### src/rtl/mxv_op_scheduler_pkg.sv
// Shared types and constants for the matrix-vector operation scheduler.
package Definitions_Package;

  localparam int MAX_SIZE = 8;
  localparam int LANES    = 4;

  typedef logic [3:0] ADDR_lenght_t;

  typedef enum logic [2:0] {
    IDLE,
    CLEAR,
    READ,
    DRAIN,
    WAIT_TX,
    DONE
  } state_t;

  // A matrix dimension is usable only in 1..MAX_SIZE.
  function automatic logic size_legal(input ADDR_lenght_t n);
    return (n != '0) && (n <= ADDR_lenght_t'(MAX_SIZE));
  endfunction

endpackage

### src/rtl/mxv_lane_mask_gen.sv
// Decodes matrix size and pass number into the set of active processor lanes.
module mxv_lane_mask_gen
  import Definitions_Package::*;
(
  input  ADDR_lenght_t n,
  input  logic         pass,
  output logic [3:0]   lane_mask
);

  ADDR_lenght_t rows;

  // Rows left for this pass: all of N in pass 0, the part beyond lane 4 in pass 1.
  always_comb begin
    rows = '0;
    if (!pass) begin
      rows = n;
    end else if (n > ADDR_lenght_t'(LANES)) begin
      rows = n - ADDR_lenght_t'(LANES);
    end
  end

  always_comb begin
    lane_mask = 4'b0000;
    case (rows)
      4'd0:    lane_mask = 4'b0000;
      4'd1:    lane_mask = 4'b0001;
      4'd2:    lane_mask = 4'b0011;
      4'd3:    lane_mask = 4'b0111;
      default: lane_mask = 4'b1111;
    endcase
  end

endmodule

### src/rtl/mxv_op_scheduler.sv
// Sequences RAM reads, lane accumulation and result handoff for one
// matrix-vector operation of size up to 8, split into two 4-lane passes.
module mxv_op_scheduler
  import Definitions_Package::*;
(
  input  logic         clk,
  input  logic         rst,
  input  logic         start,
  input  ADDR_lenght_t mat_size,
  input  logic         abort,
  input  logic         result_ready,
  output logic         busy,
  output logic [7:0]   rd_en,
  output ADDR_lenght_t rd_addr,
  output logic [3:0]   lane_mask,
  output logic         pass,
  output logic         acc_clr,
  output logic         acc_en,
  output logic         result_valid,
  output logic         done,
  output logic         err
);

  state_t       state_q, state_d;
  ADDR_lenght_t n_q, n_d;
  ADDR_lenght_t col_q, col_d;
  logic         pass_q, pass_d;
  logic         acc_en_q, acc_en_d;
  logic         err_q, err_d;
  logic [3:0]   mask;

  mxv_lane_mask_gen u_lane_mask_gen (
    .n         (n_q),
    .pass      (pass_q),
    .lane_mask (mask)
  );

  always_ff @(posedge clk or negedge rst) begin
    if (!rst) begin
      state_q  <= IDLE;
      n_q      <= '0;
      col_q    <= '0;
      pass_q   <= 1'b0;
      acc_en_q <= 1'b0;
      err_q    <= 1'b0;
    end else begin
      state_q  <= state_d;
      n_q      <= n_d;
      col_q    <= col_d;
      pass_q   <= pass_d;
      acc_en_q <= acc_en_d;
      err_q    <= err_d;
    end
  end

  // Abort overrides every transition and clears the operation context so the
  // idle outputs return to their reset values.
  always_comb begin
    state_d  = state_q;
    n_d      = n_q;
    col_d    = col_q;
    pass_d   = pass_q;
    err_d    = 1'b0;
    acc_en_d = (state_q == READ);

    if (abort) begin
      state_d  = IDLE;
      n_d      = '0;
      col_d    = '0;
      pass_d   = 1'b0;
      acc_en_d = 1'b0;
    end else begin
      case (state_q)
        IDLE: begin
          if (start) begin
            if (size_legal(mat_size)) begin
              n_d     = mat_size;
              col_d   = '0;
              pass_d  = 1'b0;
              state_d = CLEAR;
            end else begin
              err_d = 1'b1;
            end
          end
        end
        CLEAR: begin
          state_d = READ;
        end
        READ: begin
          // Compare with >= so a stray column value still ends the pass.
          if (col_q >= n_q - ADDR_lenght_t'(1)) begin
            col_d   = '0;
            state_d = DRAIN;
          end else begin
            col_d = col_q + ADDR_lenght_t'(1);
          end
        end
        DRAIN: begin
          state_d = WAIT_TX;
        end
        WAIT_TX: begin
          if (result_ready) begin
            if (!pass_q && (n_q > ADDR_lenght_t'(LANES))) begin
              pass_d  = 1'b1;
              state_d = CLEAR;
            end else begin
              state_d = DONE;
            end
          end
        end
        DONE: begin
          state_d = IDLE;
          n_d     = '0;
          col_d   = '0;
          pass_d  = 1'b0;
        end
        default: begin
          state_d = IDLE;
          n_d     = '0;
          col_d   = '0;
          pass_d  = 1'b0;
        end
      endcase
    end
  end

  // Moore output decode; the bank half is chosen by the current pass.
  always_comb begin
    busy         = (state_q != IDLE);
    rd_en        = 8'h00;
    rd_addr      = '0;
    lane_mask    = mask;
    pass         = pass_q;
    acc_clr      = (state_q == CLEAR);
    acc_en       = acc_en_q;
    result_valid = (state_q == WAIT_TX);
    done         = (state_q == DONE);
    err          = err_q;
    if (state_q == READ) begin
      rd_addr = col_q;
      rd_en   = pass_q ? {mask, 4'b0000} : {4'b0000, mask};
    end
  end

endmodule

### config.mk
export PLATFORM = sky130hd
export DESIGN_NAME = mxv_op_scheduler
export DESIGN_NICKNAME = d
export VERILOG_FILES = /design/src/rtl/mxv_op_scheduler_pkg.sv /design/src/rtl/mxv_lane_mask_gen.sv /design/src/rtl/mxv_op_scheduler.sv
export SDC_FILE = /design/constraint.sdc
export NUM_CORES = 1
export LEC_CHECK = 0
export BUFFER_PORTS_ARGS = -buffer_cell sky130_fd_sc_hd__buf_2
export CAP_MARGIN = 20
export CORE_MARGIN = 2
export CORE_UTILIZATION = 49
export DETAILED_ROUTE_END_ITERATION = 8
export GPL_TIMING_DRIVEN = 0
export PLACE_DENSITY = 0.77
export SLEW_MARGIN = 30
export SYNTH_ARGS = -nofsm -noshare
export SYNTH_HDL_FRONTEND = slang
export SYNTH_SLANG_ARGS = --single-unit
### constraint.sdc
create_clock -name clk -period 2.16 [get_ports clk]
set_clock_uncertainty 0.1 [all_clocks]
set_input_delay 0.108 -clock clk [delete_from_list [all_inputs] [get_ports clk]]
set_output_delay 0.108 -clock clk [all_outputs]
set_load 0.1 [all_outputs]
==> key figures <==
Status
  • Outcome: completed

STA
  • Final setup viols: 0
  • Final-report hold violation count: 0
  • Highest clock rate: 484.0 MHz
  • Min cycle time layout: 2.066 ns
  • Worst Tran Pin Value: 0.5528 ns
  • Fin worst setup slack: around 0.094 ns
  • Final slew viol count: 0
  • Fin crit share: 95.66%
  • Max-slew headroom: roughly 63%
  • Hold slack: 0.02833 ns

Setup path
  • Worst path cell trace: inv_1 > ha_2 > nor2b_1 > nand2b_4 > a21oi_4 > clkinvlp_4 > buf_6
  • CP Capture Type: output port
  • CP max-delay cell: dfrtp_1
  • CP Launch Type: register
  • Req. time, crit path: 1.95 ns
  • FF-to-FF setup slack: approximately 0.16 ns
  • Crit path max fanout: 3
  • Crit path DAT: about 1.9 ns
  • Crit-path max cell delay: between 0.4 and 0.5 ns
  • CP Class: register to output port

GRT
  • Largest net degree at the start of global routing: 15
  • First-pass GRT wire length: 4.436 mm
  • Initial antenna violation count: 0
  • Grt ovf: 0
  • GRT Total Usage: 23.52%
  • Vias in the first global route: just under 1000

Synth
  • Simple-Gate Fraction of Synth Area: roughly 27%
  • Post-Syn Area per Cell: 8.532 um2
  • Largest family of logic cells by synthesized area: simple AND/OR/NAND/NOR gates
  • Dominant cell type by area after synthesis: dfrtp_1
  • Ys Warns: 0
  • Post-Synth XOR/XNOR Area: between 3 and 4%
  • Share of the synthesized area in the top cell type: 35.40%
  • Yosys reg bits: 14
  • Top cells by area, synth: dfrtp_1 35%, ha_1 7.6%, nand2_1 6.1%, mux2i_1 5.1%, inv_1 4.2%
  • Post-Synth Adder-Cell Area: 7.585%
  • Mapped Area: 989.7 um2
  • FFs w/ async S/R, synth: 100.0%
  • Synth Flop Type: dfrtp_1
  • Syn Nets: 131
  • Synth unique cells: 36
  • Area fraction in compound gates after synthesis: 13.91%
  • Post-synthesis mux area share: around 5.1%
  • Sequential area share after synthesis: 35.40%
  • Syn Inst Count: 116
  • Number of flops mapped to enable cells by yosys: 0

Cells and area
  • Final nets: approximately 180
  • Final Cell Area: 0.001501 mm2
  • Share of cells above drive strength 1: 41.61%
  • ANT cells: 0
  • Commonest non-fill, non-tap cell in the layout: buf_2
  • Syn-to-layout area delta: 51.71%
  • Commonest non-fill, non-tap cells in the layout: 21 x buf_2, 15 x nand2_1, 12 x dfrtp_1, 11 x buf_4, 9 x inv_1

Floorplanning
  • Number of cell rows: 16
  • Core region area: between 0.0015 and 0.002 mm2
  • Die Wd: 48.94 um
  • Initial core utilization: around half
  • # IOs: 32
  • DIE HEIGHT: 48.94 um
  • Die area: 0.002395 mm2

Power and ir drop
  • Int Power: 0.4455 mW
  • Fraction of power consumed by sequential logic: 35.5%
  • Leakage power: ~0.71 nW
  • Switching pwr: 0.3495 mW
  • PwrDens: 529.5 mW/mm2
  • IR drop worst, VDD: between 0.5 and 0.6 mV
  • Switch share: a little over two fifths
  • Clock network fraction of design power: between 10% and 20%
  • Power consumption: 0.7950 mW
  • Combinational power share: 44.7%

Clock tree
  • Clock Latency Late Sink: about 0.28 ns
  • Reg clk slew, reported paths: 0.09 ns
  • Max Root-Sink Buffers: 2
  • Root Buffer: clkbuf_4
  • CTS tree: built
  • Clock sink total: 14
  • CTS Buf Count: 3
  • CTS H-tree depth: 1

Placed design
  • IO buf count: 31
  • Worst slack, placed: -0.08054 ns
  • Area after DPL: 0.001287 mm2
  • Routability cong.: between 0.7 and 0.8
  • Final HPWL DP: roughly 1.9 mm

Routing
  • Via count: 989
  • Drt first-iter violations: 8
  • WL/cell: 14.42 um
  • DR vias/cell: 5.261
  • # DRC: 0
  • Final WL: 2.711 mm
  • Routed Antenna Nets: 0
  • Pre-antenna DRT Iters: 3

Hold path
  • Class of the worst hold path: input pin to register

Run
  • Max_cap viols: 0
[through the flow]
| step | utilization, % | setup TNS [ns] | cells |
|---|---|---|---|
| 3_3_place_gp | 66.30 | -0.1156 | 174 |
| 3_5_place_dp | 66.30 | -0.1882 | 174 |
| 5_1_grt | 77.32 | -0.05988 | 188 |
| 2_1_floorplan | - | -0.9520 | 116 |
| 4_1_cts | 73.00 | -0.02002 | 183 |
| 6_report | 77.32 | 0 | 188 |
[cells in the mapped netlist (2+ instances only)]
| cell | instances |
|---|---|
| buf_4 | 2 |
| inv_1 | 11 |
| dfrtp_1 | 14 |
| o21a_1 | 2 |
| and2_1 | 2 |
| nand2_1 | 16 |
| and3_1 | 3 |
| xnor2_1 | 3 |
| nand2b_1 | 3 |
| o21ai_0 | 4 |
| ha_1 | 6 |
| o21ai_1 | 3 |
| or3b_1 | 2 |
| nor2_1 | 9 |
| nor3_1 | 5 |
| mux2i_1 | 5 |
| a21oi_1 | 4 |
| nor3b_1 | 3 |
| nand3_1 | 2 |
[critical path, delay by kind of cell, from the launching register on]
kind	cells	cell delay (ns)
buf+inv	3	0.44
flops	1	0.41
compound gates	1	0.29
simple gates	2	0.24
fa+ha+maj	1	0.20
[power by group through the flow]
stage | registers [mW] | logic (mW) | clock network (mW)
floorplan | 0.298 | 0.245 | 0
global placement | 0.288 | 0.305 | 0
detailed placement | 0.288 | 0.311 | 0
CTS | 0.283 | 0.336 | 0.162
global route | 0.284 | 0.377 | 0.179
finish | 0.282 | 0.355 | 0.158
[sequential cells by signal, indices dropped and copies added (netlist names)]
name and cells:
n_q 4, state_q 3, err 1, acc_en 1, col_q 4, pass 1
[timing repair]
action                                  4_1_cts  5_1_grt
hold buffers                                  5        1
endpoints found under the setup margin       17       16
setup buffers                                 0        4
resized for setup                            16       10
pin swaps                                     0        2
hold endpoints to repair                     19        1
[worst paths after layout]
check	from	to	cells after the start
worst max-delay path	n_q[0]$_DFFE_PN0P_	lane_mask[0]	7
worst min-delay path	mat_size[0]	n_q[0]$_DFFE_PN0P_	3
worst max register to register	n_q[0]$_DFFE_PN0P_	col_q[2]$_DFFE_PN0P_	6
worst min register to register	state_q[2]$_DFFE_PN0P_	state_q[1]$_DFFE_PN0P_	2
max in group asynchronous	rst	pass$_DFFE_PN0P_	2
min in group asynchronous	rst	state_q[2]$_DFFE_PN0P_	2
[routing by layer]
layer | up-vias | part of all wire [%] | global-route usage [%]
met4 | 0 | 1.0 | 7.143
li1 | 497 | - | -
met5 | - | 0 | 0
met1 | 463 | 44 | 29.84
met3 | 4 | 3.2 | 3.067
met2 | 25 | 52 | 41.55
[cell type report]
cell class / count / area [um2]
Clock buffer: 4 / 26.28
Tap cell: 27 / 33.78
Multi-Input combinational cell: 87 / 721.9
Inverter: 11 / 45.04
Sequential cell: 14 / 355.3
Timing Repair Buffer: 41 / 287.8
Fill cell: 142 / 440.4
Buffer: 4 / 31.28
[logic make-up (layout without fill, tap and decap cells)]
group,after synthesis,count (layout)
and+or+nand+nor,51,51
adders and majority gates,6,6
buffers and inverters,15,60
AOI/OAI and AO/OA,21,21
xor gates and xnor gates,4,4
muxes,5,5
DFF,14,14
No activity file was read; power rests on OpenSTA's default activity.
